**src/rtl/free_list_pkg.sv**
```systemverilog
// Shared processor sizing used by the free list, ROB and rename stage.
package free_list_pkg;

  localparam int FL_NUM_PHYS = 64;
  localparam int FL_NUM_ARCH = 32;
  localparam int FL_PTAG_W   = 6;

  typedef logic [FL_PTAG_W-1:0] ptag_t;

endpackage : free_list_pkg

```
**src/rtl/free_list.sv**
```systemverilog
// Physical register free list: circular FIFO of tags with a speculative head,
// a retired head for mispredict recovery and a tail fed by ROB commits.
module free_list
  import free_list_pkg::*;
#(
  parameter int NUM_PHYS = FL_NUM_PHYS,
  parameter int NUM_ARCH = FL_NUM_ARCH,
  parameter int PTAG_W   = FL_PTAG_W
) (
  input  logic              CLK,
  input  logic              RESET,
  input  logic              alloc_req,
  output logic              alloc_valid,
  output logic [PTAG_W-1:0] alloc_map,
  input  logic              free_flag,
  input  logic [PTAG_W-1:0] free_map,
  input  logic              flush,
  output logic [PTAG_W-1:0] free_count,
  output logic              overflow_err
);

  localparam int DEPTH = NUM_PHYS - NUM_ARCH;
  localparam int IDX_W = $clog2(DEPTH);
  localparam int PTR_W = IDX_W + 1;

  logic [PTAG_W-1:0] entry [DEPTH];
  logic [PTR_W-1:0]  head;
  logic [PTR_W-1:0]  tail;
  logic [PTR_W-1:0]  retire_head;

  logic [PTR_W-1:0]  count;
  logic              full;
  logic              free_req;
  logic              push;
  logic              pop;
  logic [PTR_W-1:0]  tail_nxt;
  logic [PTR_W-1:0]  retire_nxt;
  logic [PTR_W-1:0]  head_nxt;

  // The wrap bit makes tail-head span 0..DEPTH, so full and empty differ.
  assign count       = tail - head;
  assign full        = (count == PTR_W'(DEPTH));
  assign free_count  = PTAG_W'(count);
  assign alloc_valid = (count != '0);
  assign alloc_map   = entry[head[IDX_W-1:0]];

  // p0 is the hardwired zero register and never re-enters the list.
  assign free_req = free_flag && (free_map != '0);
  assign push     = free_req && !full;
  assign pop      = alloc_req && alloc_valid && !flush;

  assign tail_nxt   = push ? tail + 1'b1 : tail;
  assign retire_nxt = push ? retire_head + 1'b1 : retire_head;
  assign head_nxt   = flush ? retire_nxt : (pop ? head + 1'b1 : head);

  always_ff @(posedge CLK) begin
    if (RESET) begin
      for (int i = 0; i < DEPTH; i++) begin
        entry[i] <= PTAG_W'(NUM_ARCH + i);
      end
      head         <= '0;
      retire_head  <= '0;
      tail         <= PTR_W'(DEPTH);
      overflow_err <= 1'b0;
    end else begin
      if (push) begin
        entry[tail[IDX_W-1:0]] <= free_map;
      end
      head        <= head_nxt;
      tail        <= tail_nxt;
      retire_head <= retire_nxt;
      if (free_req && full) begin
        overflow_err <= 1'b1;
      end
    end
  end

endmodule : free_list

```
**config.mk**
```make
export PLATFORM = sky130hd
export DESIGN_NAME = free_list
export DESIGN_NICKNAME = d
export VERILOG_FILES = /design/src/rtl/free_list_pkg.sv /design/src/rtl/free_list.sv
export SDC_FILE = /design/constraint.sdc
export NUM_CORES = 1
export LEC_CHECK = 0
export CORE_ASPECT_RATIO = 0.7
export CORE_MARGIN = 10
export CORE_UTILIZATION = 60
export CTS_BUF_LIST = sky130_fd_sc_hd__clkbuf_8
export DETAILED_ROUTE_END_ITERATION = 8
export DONT_BUFFER_PORTS = 1
export PLACE_DENSITY_LB_ADDON = 0.05
export SYNTH_ARGS = -nofsm -noshare
export SYNTH_HDL_FRONTEND = slang
export SYNTH_SLANG_ARGS = --single-unit
```
**constraint.sdc**
```tcl
create_clock -name CLK -period 3.92 [get_ports CLK]
set_input_delay 0.392 -clock CLK [delete_from_list [all_inputs] [get_ports CLK]]
set_output_delay 0.392 -clock CLK [all_outputs]
set_load 0.005 [all_outputs]
```
==> metrics.md, run 1 <==
| Metric | Value |
|---|---|
| Number of H-tree branching levels | `2` |
| Cell row count | `40` |
| Crit share post-route | `90.2%` |
| Pin count of the biggest net entering global routing | `49` |
| Cell Area, Placed | `10400 sq um` |
| Final-layout worst hold slack | `0.0579 ns` |
| Final routed DRC violation total | `0` |
| Post-detailed-route count of antenna-violating nets | `0` |
| Detailed Route WL | `24100 microns` |
| Adder-Cell Fraction of Synth Area | `1.53%` |
| Count of maximum capacitance violations | `0` |
| Main combinational cell family by area after synthesis | `simple AND/OR/NAND/NOR gates` |
| Peak ir drop on the vdd network | `0.244 mV` |
| Top fanout value on the critical path | `28` |
| # setup viols final | `0` |
| Endpoint arrival time on the critical path | `3.76 ns` |
| Slowest cell on crit path | `sky130_fd_sc_hd__fa_1` |
| Seq/Total Area, Yosys | `60.5%` |
| Share of synthesized area spent on multiplexers | `14.2%` |
| Die X | `177 microns` |
| Fraction of registers with async set/reset | `0%` |
| Ordered cell list for the critical path | `inv_1 -> ha_1 -> fa_1 -> inv_1 -> nor4_1 -> mux2_2 -> o211a_4 -> nand4bb_1 -> buf_4 -> nor2_1 -> or2_1` |
| Worst clock skew on the final layout | `0.0229 ns` |
| Final slew viol count | `0` |
| First-pass iteration count of the detailed router | `5` |
| Cell count after synthesis | `744` |
| # port buffers | `0` |
| Worst Setup EP | `entry[24][4]` |
| Die footprint | `22900 sq um` |
| Most instantiated flip-flop cell in the synthesis netlist | `sky130_fd_sc_hd__edfxtp_1` |
| Compound-Gate Fraction of Synth Area | `2.32%` |
| Starting utilization of the core area | `60.6%` |
| Number of enable flip-flop cells after synthesis | `192` |
| Fin nets | `748` |
| Dominant cell type by area after synthesis | `sky130_fd_sc_hd__edfxtp_1` |
| CTS Root Cell | `sky130_fd_sc_hd__clkbuf_8` |
| Cell seen most often among critical-path stages | `sky130_fd_sc_hd__inv_1` |
| Pleak | `0.00318 uW` |
| Worst slew pin tran | `1.18 ns` |
| Final Critical Period | `3.54 ns` |
| Worst setup path class | `reg2reg` |
| Fraction of layout instances using a drive strength above 1 | `17.8%` |
| Design Area, Final | `11000 sq um` |
| Latest clock arrival within the worst-skew pair | `0.51 ns` |
| Syn_nets | `767` |
| Number of synthesized register bits | `216` |
| TritonCTS Buffers | `35` |
| CTS clock-pin slew for the worst setup and hold paths | `0.06 ns` |
| Via count of the routed design | `6293` |
| Floorplan die height | `130 microns` |
| Critical Path Max Stage Delay | `0.51 ns` |
| Maximum achievable frequency | `0.283 GHz` |
| Launch instance of the worst register-to-register path | `tail[0]` |
| Origin of the worst setup path | `tail[0]` |
| Xor and xnor area share after synthesis | `1.27%` |
| First-pass GRT wire length | `37000 microns` |
| GRT Util Overall | `21.4%` |
| Synth-to-Final Area Change | `7.03%` |
| Clock tree sinks | `216` |
| Number of gates resized after CTS | `0` |
| Via-to-Cell Ratio | `6.42` |
| Post-route setup TNS | `0 ns` |
| Cell Area, Synth | `10300 sq um` |
| Endpoint class of the critical path | `register` |
| Hold Crit Class | `in2reg` |
| Biggest area contributors in the synthesized netlist | `sky130_fd_sc_hd__edfxtp_1 56%, sky130_fd_sc_hd__mux4_2 13%, sky130_fd_sc_hd__dfxtp_1 4.7%, sky130_fd_sc_hd__or3_1 4.5%, sky130_fd_sc_hd__nor3_1 2.4%` |
| Power density cells | `443 nW/um^2` |
| Area share of the leading cell type in the synthesized netlist | `55.9%` |
| Synth warnings | `0` |
| Antenna diodes | `0` |
| Number of antenna violations at the first check in global routing | `0` |
| Post-Syn Area per Cell | `13.9 sq um` |
| Count of final hold-check violations | `0` |
| Clock buffer depth | `3` |
| Top-level port count | `25` |
| Worst Reg2Reg Path Length in Cells | `11` |
| Routed wire length per instance | `24.6 microns` |
| Result of the run | `finished, final reports clean` |
| FF-to-FF setup slack | `0.38 ns` |
| Endpoint of the most critical register-to-register path | `entry[24][4]` |
| Post-synthesis simple-gate area fraction | `16.7%` |
| CTS tree | `yes` |
| Grt total ovfl | `0` |
| Placeable core region | `17000 sq um` |
| Unique cell type count in the Yosys netlist | `48` |
| Vias in the first global route | `6048` |
| DPL Wire Length | `15600 microns` |
| Number of DRC markers in iteration 0 | `723` |
| Crit path required time | `4.14 ns` |
| Setup repair after global routing missed its margin | `no` |
| Placer congestion estimate | `0.827` |
| Worst-case headroom to the max-slew limit | `21.3%` |
| Element type at the critical path start | `register` |
==> flip-flops by register name (all words and copies together) (netlist names), named ones only <==
signal / flops
entry: 192
head: 6
retire_head: 6
tail: 6
overflow_err: 1
==> cell usage in the layout, fill, tap and decap left out, types with 9 or more instances in the layout <==
cell type and n:
sky130_fd_sc_hd__inv_1 27, sky130_fd_sc_hd__ha_1 11, sky130_fd_sc_hd__and2_1 34, sky130_fd_sc_hd__nand2_1 48
sky130_fd_sc_hd__xnor2_1 12, sky130_fd_sc_hd__or3_1 74, sky130_fd_sc_hd__nor2_1 52, sky130_fd_sc_hd__mux4_2 60
sky130_fd_sc_hd__nor3_1 49, sky130_fd_sc_hd__buf_4 10, sky130_fd_sc_hd__or2_1 30, sky130_fd_sc_hd__dfxtp_1 22
sky130_fd_sc_hd__nand2b_1 9, sky130_fd_sc_hd__edfxtp_1 192, sky130_fd_sc_hd__clkbuf_8 36
==> through the flow <==
stage          worst slack (ns)  utilization, %  cells  power, uW
6_report                  0.384            64.9    980       4890
3_5_place_dp              0.449            61.3    917       3230
5_1_grt                   0.194            64.9    980       5070
4_1_cts                   0.430            64.9    980       4920
2_1_floorplan             0.901               -    744       3080
3_3_place_gp              0.628            61.3    917       3210
==> final cells by class <==
class	count	area [sq um]
fillers	1255	5970
clock buffers	36	495
multi-input cells	445	3720
inverters	13	48.8
well taps	231	289
repair buffers	14	135
clock inverters	25	105
flip-flops and latches	216	6250
==> power by group <==
group	leakage, uW	internal (uW)	total, uW	switching (uW)
clock network	0.000357	853	1710	859
registers	0.00178	2550	2610	59.4
logic	0.00104	255	569	314
total	0.00318	3660	4890	1230
==> synth_stat cells, types with 3 or more instances <==
cell and n:
sky130_fd_sc_hd__mux2i_1 4, sky130_fd_sc_hd__or3_1 74, sky130_fd_sc_hd__and2_1 34, sky130_fd_sc_hd__xor2_1 3
sky130_fd_sc_hd__or2_1 30, sky130_fd_sc_hd__nand2b_1 9, sky130_fd_sc_hd__nor2_1 52, sky130_fd_sc_hd__nand4bb_1 4
sky130_fd_sc_hd__buf_1 5, sky130_fd_sc_hd__nor3_1 49, sky130_fd_sc_hd__o21a_1 3, sky130_fd_sc_hd__xnor2_1 12
sky130_fd_sc_hd__nand3_1 5, sky130_fd_sc_hd__or2_2 3, sky130_fd_sc_hd__edfxtp_1 192, sky130_fd_sc_hd__a21oi_1 3
sky130_fd_sc_hd__nand3b_1 3, sky130_fd_sc_hd__dfxtp_1 24, sky130_fd_sc_hd__ha_1 11, sky130_fd_sc_hd__a211oi_1 3
sky130_fd_sc_hd__nand2_1 48, sky130_fd_sc_hd__inv_1 13, sky130_fd_sc_hd__o22ai_1 3, sky130_fd_sc_hd__clkbuf_1 46
sky130_fd_sc_hd__mux4_2 60, sky130_fd_sc_hd__buf_2 15, sky130_fd_sc_hd__mux2_2 7
==> metal layers <==
metal	vias up	GRT usage, %	wire length (microns)
met5	-	0	0
met2	322	32.3	10900
met4	0	6.41	553
met1	3173	30.5	10300
met3	41	5.05	2290
li1	2757	-	-
==> worst min path at each step <==
stage / start / endpoint / slack [ns] / cells after the start
6_report: free_map[2] / entry[7][2] / 0.06 / 1
5_1_grt: free_map[0] / entry[25][0] / 0.05 / 1
4_1_cts: free_map[2] / entry[7][2] / 0.04 / 1
3_5_place_dp: RESET / overflow_err / 0.48 / 1
3_3_place_gp: RESET / tail[1] / 0.48 / 1
2_1_floorplan: overflow_err / overflow_err / 0.46 / 2
==> kinds of logic (layout without fill, tap and decap cells) <==
kind of cell | count (synthesis) | count (layout)
and+or+nand+nor | 320 | 320
DFF | 216 | 216
buffers and inverters | 83 | 88
muxes | 71 | 71
AOI/OAI and AO/OA | 27 | 27
xor gates and xnor gates | 15 | 15
adders and majority gates | 12 | 12
==> repair_timing <==
item,4_1_cts,5_1_grt
hold buffers,2,0
setup buffers,0,0
hold endpoints to repair,16,0
==> worst max-delay path, delay by kind of cell (launching register included) <==
| kind | cells | cell delay (ns) |
|---|---|---|
| adders and majority gates | 2 | 0.72 |
| AOI/OAI and AO/OA | 1 | 0.25 |
| and+or+nand+nor | 4 | 1.08 |
| DFF | 1 | 0.39 |
| muxes | 1 | 0.24 |
| buffers and inverters | 3 | 0.56 |
Note: power is estimated with default switching activity, not from simulation.
==> run 2, diff against run 1 <==
Settings changed: CTS_BUF_LIST sky130_fd_sc_hd__clkbuf_8 to sky130_fd_sc_hd__clkbuf_4, TNS_END_PERCENT from default to 20.
==> run 2 against run 1 <==
Clock skew grew 0.027 ns. Utilization up 0.95 points. Fmax down 0.27%. Final area increased by 1.5%. First-iteration DRC count rose by 10%. Sequential power is essentially flat. Non-clock buffer count is 6 higher. Clock power is 9.9% higher. Critical path depth unchanged. Hold slack lost 0.0019 ns. Worst setup slack worse by 0.0094 ns. Critical endpoint is now entry[23][4].
==> metrics.md, run 2 (synthesis gave the netlist of run 1 again) <==
| Metric | Value |
|---|---|
| Result of the run | `finished, final reports clean (unchanged)` |
| Count of final hold-check violations | `0 (unchanged)` |
| Most used cells in the layout excluding fill and tap cells | `192 x sky130_fd_sc_hd__edfxtp_1, 76 x sky130_fd_sc_hd__clkbuf_4, 74 x sky130_fd_sc_hd__or3_1 (was 192 x sky130_fd_sc_hd__edfxtp_1, 74 x sky130_fd_sc_hd__or3_1, 60 x sky130_fd_sc_hd__mux4_2)` |
| Via-to-Cell Ratio | `6.29 (was 6.42)` |
| Crit path required time | `4.28 ns (was 4.14 ns)` |
| Grt total ovfl | `0 (unchanged)` |
| First-pass iteration count of the detailed router | `5 (unchanged)` |
| Hold Crit Class | `in2reg (unchanged)` |
| Number of gates resized after CTS | `0 (unchanged)` |
| Switch Pwr | `1320 uW (was 1230 uW)` |
| Placeable core region | `17000 sq um (unchanged)` |
| Post-detailed-route count of antenna-violating nets | `0 (unchanged)` |
| Fraction of layout instances using a drive strength above 1 | `22.6% (was 17.8%)` |
| Latest clock arrival within the worst-skew pair | `0.67 ns (was 0.51 ns)` |
| Switching share of power | `25.9% (was 25.2%)` |
| Fin nets | `771 (was 748)` |
| Cell Area, Placed | `10400 sq um (unchanged)` |
| Number of filler instances in the final layout | `1261 (was 1255)` |
| Worst-case headroom to the max-slew limit | `20.3% (was 21.3%)` |
| Die footprint | `22900 sq um (unchanged)` |
| Starting utilization of the core area | `60.6% (unchanged)` |
| Element type at the critical path start | `register (unchanged)` |
| Register bank with the most flops | `entry (unchanged)` |
| Setup repair after global routing missed its margin | `no (unchanged)` |
| Top fanout value on the critical path | `45 (was 28)` |
| Combinational group share of total power | `11.8% (was 11.6%)` |
| CTS tree | `yes (unchanged)` |
| TritonCTS Buffers | `52 (was 35)` |
| Detailed Route WL | `24800 microns (was 24100 microns)` |
| DPL Wire Length | `15600 microns (unchanged)` |
| Clock tree sinks | `216 (unchanged)` |
| Vias in the first global route | `6319 (was 6048)` |
| Pleak | `0.00326 uW (was 0.00318 uW)` |
| CTS Root Cell | `sky130_fd_sc_hd__clkbuf_4 (was sky130_fd_sc_hd__clkbuf_8)` |
| Post-route setup TNS | `0 ns (unchanged)` |
| Int Power | `3770 uW (was 3660 uW)` |
| GRT Util Overall | `22.2% (was 21.4%)` |
| CTS clock-pin slew for the worst setup and hold paths | `0.07 ns (was 0.06 ns)` |
| Number of DRC markers in iteration 0 | `796 (was 723)` |
| Sequential power share | `51.3% (was 53.4%)` |
| Peak ir drop on the vdd network | `0.250 mV (was 0.244 mV)` |
| Cell row count | `40 (unchanged)` |
| Final routed DRC violation total | `0 (unchanged)` |
| Endpoint arrival time on the critical path | `3.90 ns (was 3.76 ns)` |
| Most common cell after layout, fill and taps aside | `sky130_fd_sc_hd__edfxtp_1 (unchanged)` |
| Top-level port count | `25 (unchanged)` |
| Die X | `177 microns (unchanged)` |
| Number of H-tree branching levels | `2 (unchanged)` |
| # setup viols final | `0 (unchanged)` |
| Via count of the routed design | `6407 (was 6293)` |
| Number of antenna violations at the first check in global routing | `1 (was 0)` |
| Worst slew pin tran | `1.19 ns (was 1.18 ns)` |
| Count of maximum capacitance violations | `0 (unchanged)` |
| Power density cells | `454 nW/um^2 (was 443 nW/um^2)` |
| Design Area, Final | `11200 sq um (was 11000 sq um)` |
| Floorplan die height | `130 microns (unchanged)` |
| Max reg flops | `192 (unchanged)` |
| Pin count of the biggest net entering global routing | `49 (unchanged)` |
| Worst clock skew on the final layout | `0.0504 ns (was 0.0229 ns)` |
| Routed wire length per instance | `24.3 microns (was 24.6 microns)` |
| First-pass GRT wire length | `38100 microns (was 37000 microns)` |
| Part of the power in the clock network | `36.9% (was 35.0%)` |
| Maximum achievable frequency | `0.282 GHz (was 0.283 GHz)` |
| Final slew viol count | `0 (unchanged)` |
| Endpoint class of the critical path | `register (unchanged)` |
| Crit share post-route | `90.4% (was 90.2%)` |
| # port buffers | `0 (unchanged)` |
| Antenna diodes | `0 (unchanged)` |
| Worst setup path class | `reg2reg (unchanged)` |
| Synth-to-Final Area Change | `8.60% (was 7.03%)` |
| Placer congestion estimate | `0.827 (unchanged)` |
| Final Critical Period | `3.55 ns (was 3.54 ns)` |
| Clock buffer depth | `3 (unchanged)` |
[run 2: cell count changes in the layout (fill, tap and decap cells not counted), moves of 3 or more]
cell                            before  now
sky130_fd_sc_hd__buf_12              2    5
sky130_fd_sc_hd__clkinv_1            7   12
sky130_fd_sc_hd__clkbuf_8           36    0
sky130_fd_sc_hd__dlygate4sd3_1       2    5
sky130_fd_sc_hd__clkbuf_4            0   76
sky130_fd_sc_hd__inv_1              27   13
[run 2: path summary, 6_finish.rpt]
path / startpoint / end / slack (ns) / cells after the start
worst max-delay path: tail[0] / entry[23][4] / 0.37 / 11
worst min-delay path: alloc_req / register / 0.06 / 3
worst max register to register: tail[0] / entry[23][4] / 0.37 / 11
worst min register to register: overflow_err / overflow_err / 0.51 / 2
[run 2: worst max-delay path: stages, from the launching register on]
cell and delay, ns:
sky130_fd_sc_hd__dfxtp_1 0.39, sky130_fd_sc_hd__inv_1 0.12, sky130_fd_sc_hd__ha_1 0.22, sky130_fd_sc_hd__fa_1 0.52
sky130_fd_sc_hd__inv_1 0.08, sky130_fd_sc_hd__nor4_1 0.36, sky130_fd_sc_hd__mux2_2 0.24, sky130_fd_sc_hd__o211a_4 0.26
sky130_fd_sc_hd__nand4bb_1 0.15, sky130_fd_sc_hd__buf_4 0.39, sky130_fd_sc_hd__nor2_1 0.13, sky130_fd_sc_hd__or2_1 0.34
[run 2: metrics by stage]
step | hold slack, ns | utilization, % | setup slack [ns] | power [uW] | instances
after floorplan | 0.460 | - | 0.901 | 3080 | 744
after global placement | 0.476 | 61.3 | 0.628 | 3210 | 917
after detailed placement | 0.477 | 61.3 | 0.449 | 3230 | 917
after CTS | 0.00451 | 65.8 | 0.384 | 5120 | 1019
after global routing | 0.0542 | 65.8 | 0.169 | 5290 | 1019
final | 0.0560 | 65.8 | 0.375 | 5090 | 1019
[run 2: final cells by class]
class	count	area, sq um	area share, %
Timing Repair Buffer	20	225	2.01
Inverter	13	48.8	0.436
Multi-Input combinational cell	445	3720	33.2
Clock inverter	18	101	0.905
Sequential cell	216	6250	55.8
Tap cell	231	289	2.58
Clock buffer	76	571	5.09
[run 2: repair_timing]
item                       in CTS  in global routing
setup endpoints to repair       0                  0
hold buffers                    8                  0
buffers inserted                0                  0
hold endpoints to repair      126                  0
[run 2: per-layer routing]
| layer | global-route usage (%) | share of wire [%] | vias to the layer above |
|---|---|---|---|
| li1 | - | - | 2826 |
| met3 | 6.21 | 8.9 | 49 |
| met5 | 0 | 0.052 | - |
| met2 | 33.2 | 45 | 298 |
| met4 | 7.44 | 2.4 | 2 |
| met1 | 30.9 | 43 | 3232 |
[run 2: power by group through the flow]
stage	clock network, uW	logic (uW)	registers, uW
floorplan	0	465	2620
global placement	0	554	2660
detailed placement	0	566	2660
CTS	1910	602	2610
global route	2030	644	2620
finish	1880	600	2610
==> run 3, diff against run 2 <==
Settings changed: CORE_UTILIZATION 60 to 25, REMOVE_ABC_BUFFERS from default to 1.
==> run 3 against run 2 <==
Clock skew fell by 0.015 ns. Fmax is 4.4% lower. Clock power up 9%. Hold slack improved by 0.011 ns. Die area increased by 120%. Combinational power grew 9.2%. Final area rose by 5.1%. Via count rose by 0.12%. Sequential power about the same. Utilization shrank 37 points. Flip-flop and latch count unchanged.
==> metrics.md, run 3 (synthesis gave the netlist of run 1 again) <==
| Metric | Value |
|---|---|
| Result of the run | `finished, final reports clean (unchanged)` |
| Hold Crit Class | `in2reg (unchanged)` |
| Element type at the critical path start | `register (unchanged)` |
| Floorplan die height | `190 microns (was 130 microns)` |
| Combinational group share of total power | `12.3% (was 11.8%)` |
| Count of final hold-check violations | `0 (unchanged)` |
| Worst hold path depth | `2 (was 3)` |
| Placeable core region | `40900 sq um (was 17000 sq um)` |
| Die footprint | `49900 sq um (was 22900 sq um)` |
| Number of antenna violations at the first check in global routing | `6 (was 1)` |
| Endpoint class of the critical path | `register (unchanged)` |
| CTS clock-pin slew for the worst setup and hold paths | `0.07 ns (about the same)` |
| Switch Pwr | `1470 uW (was 1320 uW)` |
| Worst slew pin tran | `0.913 ns (was 1.19 ns)` |
| Critical Path Max Stage Delay | `0.44 ns (was 0.52 ns)` |
| Final routed DRC violation total | `0 (unchanged)` |
| CTS Root Cell | `sky130_fd_sc_hd__clkbuf_4 (unchanged)` |
| Maximum achievable frequency | `0.270 GHz (was 0.282 GHz)` |
| Final Critical Period | `3.71 ns (was 3.55 ns)` |
| Worst setup path class | `reg2reg (unchanged)` |
| Die X | `263 microns (was 177 microns)` |
| Cell row count | `62 (was 40)` |
| Crit share post-route | `94.6% (was 90.4%)` |
| TritonCTS Buffers | `59 (was 52)` |
| Fin nets | `782 (was 771)` |
| Pleak | `0.00335 uW (was 0.00326 uW)` |
| Number of DRC markers in iteration 0 | `553 (was 796)` |
| Pin count of the biggest net entering global routing | `46 (was 49)` |
| Sequential power share | `49.2% (was 51.3%)` |
| Clock buffer depth | `3 (unchanged)` |
| Slowest cell on crit path | `sky130_fd_sc_hd__nand4bb_2 (was sky130_fd_sc_hd__fa_1)` |
| Switching share of power | `27.6% (was 25.9%)` |
| Power density cells | `451 nW/um^2 (was 454 nW/um^2)` |
| Count of maximum capacitance violations | `0 (unchanged)` |
| First-pass iteration count of the detailed router | `5 (unchanged)` |
| First-pass GRT wire length | `48200 microns (was 38100 microns)` |
| CTS tree | `yes (unchanged)` |
| Worst clock skew on the final layout | `0.0359 ns (was 0.0504 ns)` |
| Synth-to-Final Area Change | `14.1% (was 8.60%)` |
| Part of the power in the clock network | `38.4% (was 36.9%)` |
| Top-level port count | `25 (unchanged)` |
| Most used cells in the layout excluding fill and tap cells | `192 x sky130_fd_sc_hd__edfxtp_1, 88 x sky130_fd_sc_hd__clkbuf_4, 74 x sky130_fd_sc_hd__or3_1 (was 192 x sky130_fd_sc_hd__edfxtp_1, 76 x sky130_fd_sc_hd__clkbuf_4, 74 x sky130_fd_sc_hd__or3_1)` |
| Fraction of layout instances using a drive strength above 1 | `24.1% (was 22.6%)` |
| Number of H-tree branching levels | `2 (unchanged)` |
| Int Power | `3840 uW (was 3770 uW)` |
| Placer congestion estimate | `0.733 (was 0.827)` |
| Starting utilization of the core area | `25.2% (was 60.6%)` |
| Ordered cell list for the critical path | `inv_1 -> ha_1 -> fa_1 -> xnor2_1 -> nor4_1 -> mux2_2 -> o211a_4 -> nand4bb_2 -> buf_12 -> nor2_1 -> or2_1 (was inv_1 -> ha_1 -> fa_1 -> inv_1 -> nor4_1 -> mux2_2 -> o211a_4 -> nand4bb_1 -> buf_4 -> nor2_1 -> or2_1)` |
| Via count of the routed design | `6415 (was 6407)` |
| Most common cell after layout, fill and taps aside | `sky130_fd_sc_hd__edfxtp_1 (unchanged)` |
| Buf/Inv on CP | `2 (was 3)` |
| Routed wire length per instance | `24.3 microns (about the same)` |
| Worst-case headroom to the max-slew limit | `39.0% (was 20.3%)` |
| Critical path depth | `11 (unchanged)` |
| # port buffers | `0 (unchanged)` |
| Post-CTS Setup Bufs | `0 (unchanged)` |
| Register bank with the most flops | `entry (unchanged)` |
| DPL Wire Length | `20500 microns (was 15600 microns)` |
| Worst Reg2Reg Path Length in Cells | `11 (unchanged)` |
| Clock tree sinks | `216 (unchanged)` |
| Via-to-Cell Ratio | `4.74 (was 6.29)` |
| GRT Util Overall | `13.2% (was 22.2%)` |
| # setup viols final | `0 (unchanged)` |
| Vias in the first global route | `6668 (was 6319)` |
| Latest clock arrival within the worst-skew pair | `0.74 ns (was 0.67 ns)` |
| Utilization after layout | `28.8% (was 65.8%)` |
| Final slew viol count | `0 (unchanged)` |
| Setup repair after global routing missed its margin | `no (unchanged)` |
| Overall Power | `5310 uW (was 5090 uW)` |
| Grt total ovfl | `0 (unchanged)` |
| Post-detailed-route count of antenna-violating nets | `0 (unchanged)` |
| Post-route setup TNS | `0 ns (unchanged)` |
| Peak ir drop on the vdd network | `0.168 mV (was 0.250 mV)` |
| Endpoint arrival time on the critical path | `4.09 ns (was 3.90 ns)` |
| Max reg flops | `192 (unchanged)` |
| Detailed Route WL | `32900 microns (was 24800 microns)` |
| Crit path required time | `4.30 ns (was 4.28 ns)` |
| Top fanout value on the critical path | `30 (was 45)` |
| Cell class contributing the biggest share of worst-path delay | `simple AND/OR/NAND/NOR gates (unchanged)` |
run 3: cell count changes in the layout (fill, tap and decap cells not counted), moves of 2 or more:
cell and delta:
sky130_fd_sc_hd__nand4bb_2 +3, sky130_fd_sc_hd__clkbuf_4 +12, sky130_fd_sc_hd__dlygate4sd3_1 +2, sky130_fd_sc_hd__buf_12 +4, sky130_fd_sc_hd__nand4bb_1 -3, sky130_fd_sc_hd__inv_1 -3
sky130_fd_sc_hd__buf_4 -2, sky130_fd_sc_hd__diode_2 +4, sky130_fd_sc_hd__inv_2 +2, sky130_fd_sc_hd__clkinv_1 +6
run 3: through the flow:
| stage | hold WS (ns) | std cells | area [sq um] | setup slack [ns] |
|---|---|---|---|---|
| global placement | 0.499 | 1231 | 10900 | 0.378 |
| finish | 0.0668 | 1354 | 11800 | 0.212 |
| detailed placement | 0.495 | 1231 | 10900 | 0.292 |
| global route | 0.0191 | 1353 | 11800 | 0.0880 |
| CTS | 0.00278 | 1350 | 11800 | 0.201 |
| floorplan | 0.460 | 674 | 10000 | 0.0669 |
run 3: path summary, 6_finish.rpt:
| kind | startpoint | to | slack, ns |
|---|---|---|---|
| max | tail[0] | entry[25][0] | 0.21 |
| min | free_map[5] | entry[23][5] | 0.07 |
| max reg2reg | tail[0] | entry[25][0] | 0.21 |
| min reg2reg | retire_head[5] | retire_head[5] | 0.52 |
run 3: power by group through the flow:
stage / Clock [uW] / Sequential [uW] / Combinational, uW
2_1_floorplan: 0 / 2670 / 381
3_3_place_gp: 0 / 2670 / 619
3_5_place_dp: 0 / 2670 / 620
4_1_cts: 2120 / 2620 / 670
5_1_grt: 2230 / 2620 / 709
6_report: 2040 / 2610 / 655
run 3: cell type report:
cell class / instances / area (sq um)
diodes: 4 / 10.0
clock buffers: 88 / 661
fillers: 4090 / 29100
repair buffers: 24 / 310
well taps: 544 / 681
inverters: 13 / 48.8
flip-flops and latches: 216 / 6250
multi-input cells: 445 / 3730
clock inverters: 20 / 77.6
run 3: timing repair:
action | 4_1_cts | 5_1_grt
hold endpoints to repair | 145 | 0
hold buffers | 11 | 0
gates resized for setup | 0 | 0
run 3: per-layer routing:
metal	part of all wire (%)	global-route usage [%]	wire length, microns
met1	51	19.4	16900
met2	41	18.4	13300
met3	6.3	3.68	2080
met4	1.8	3.48	607
met5	0	0	0
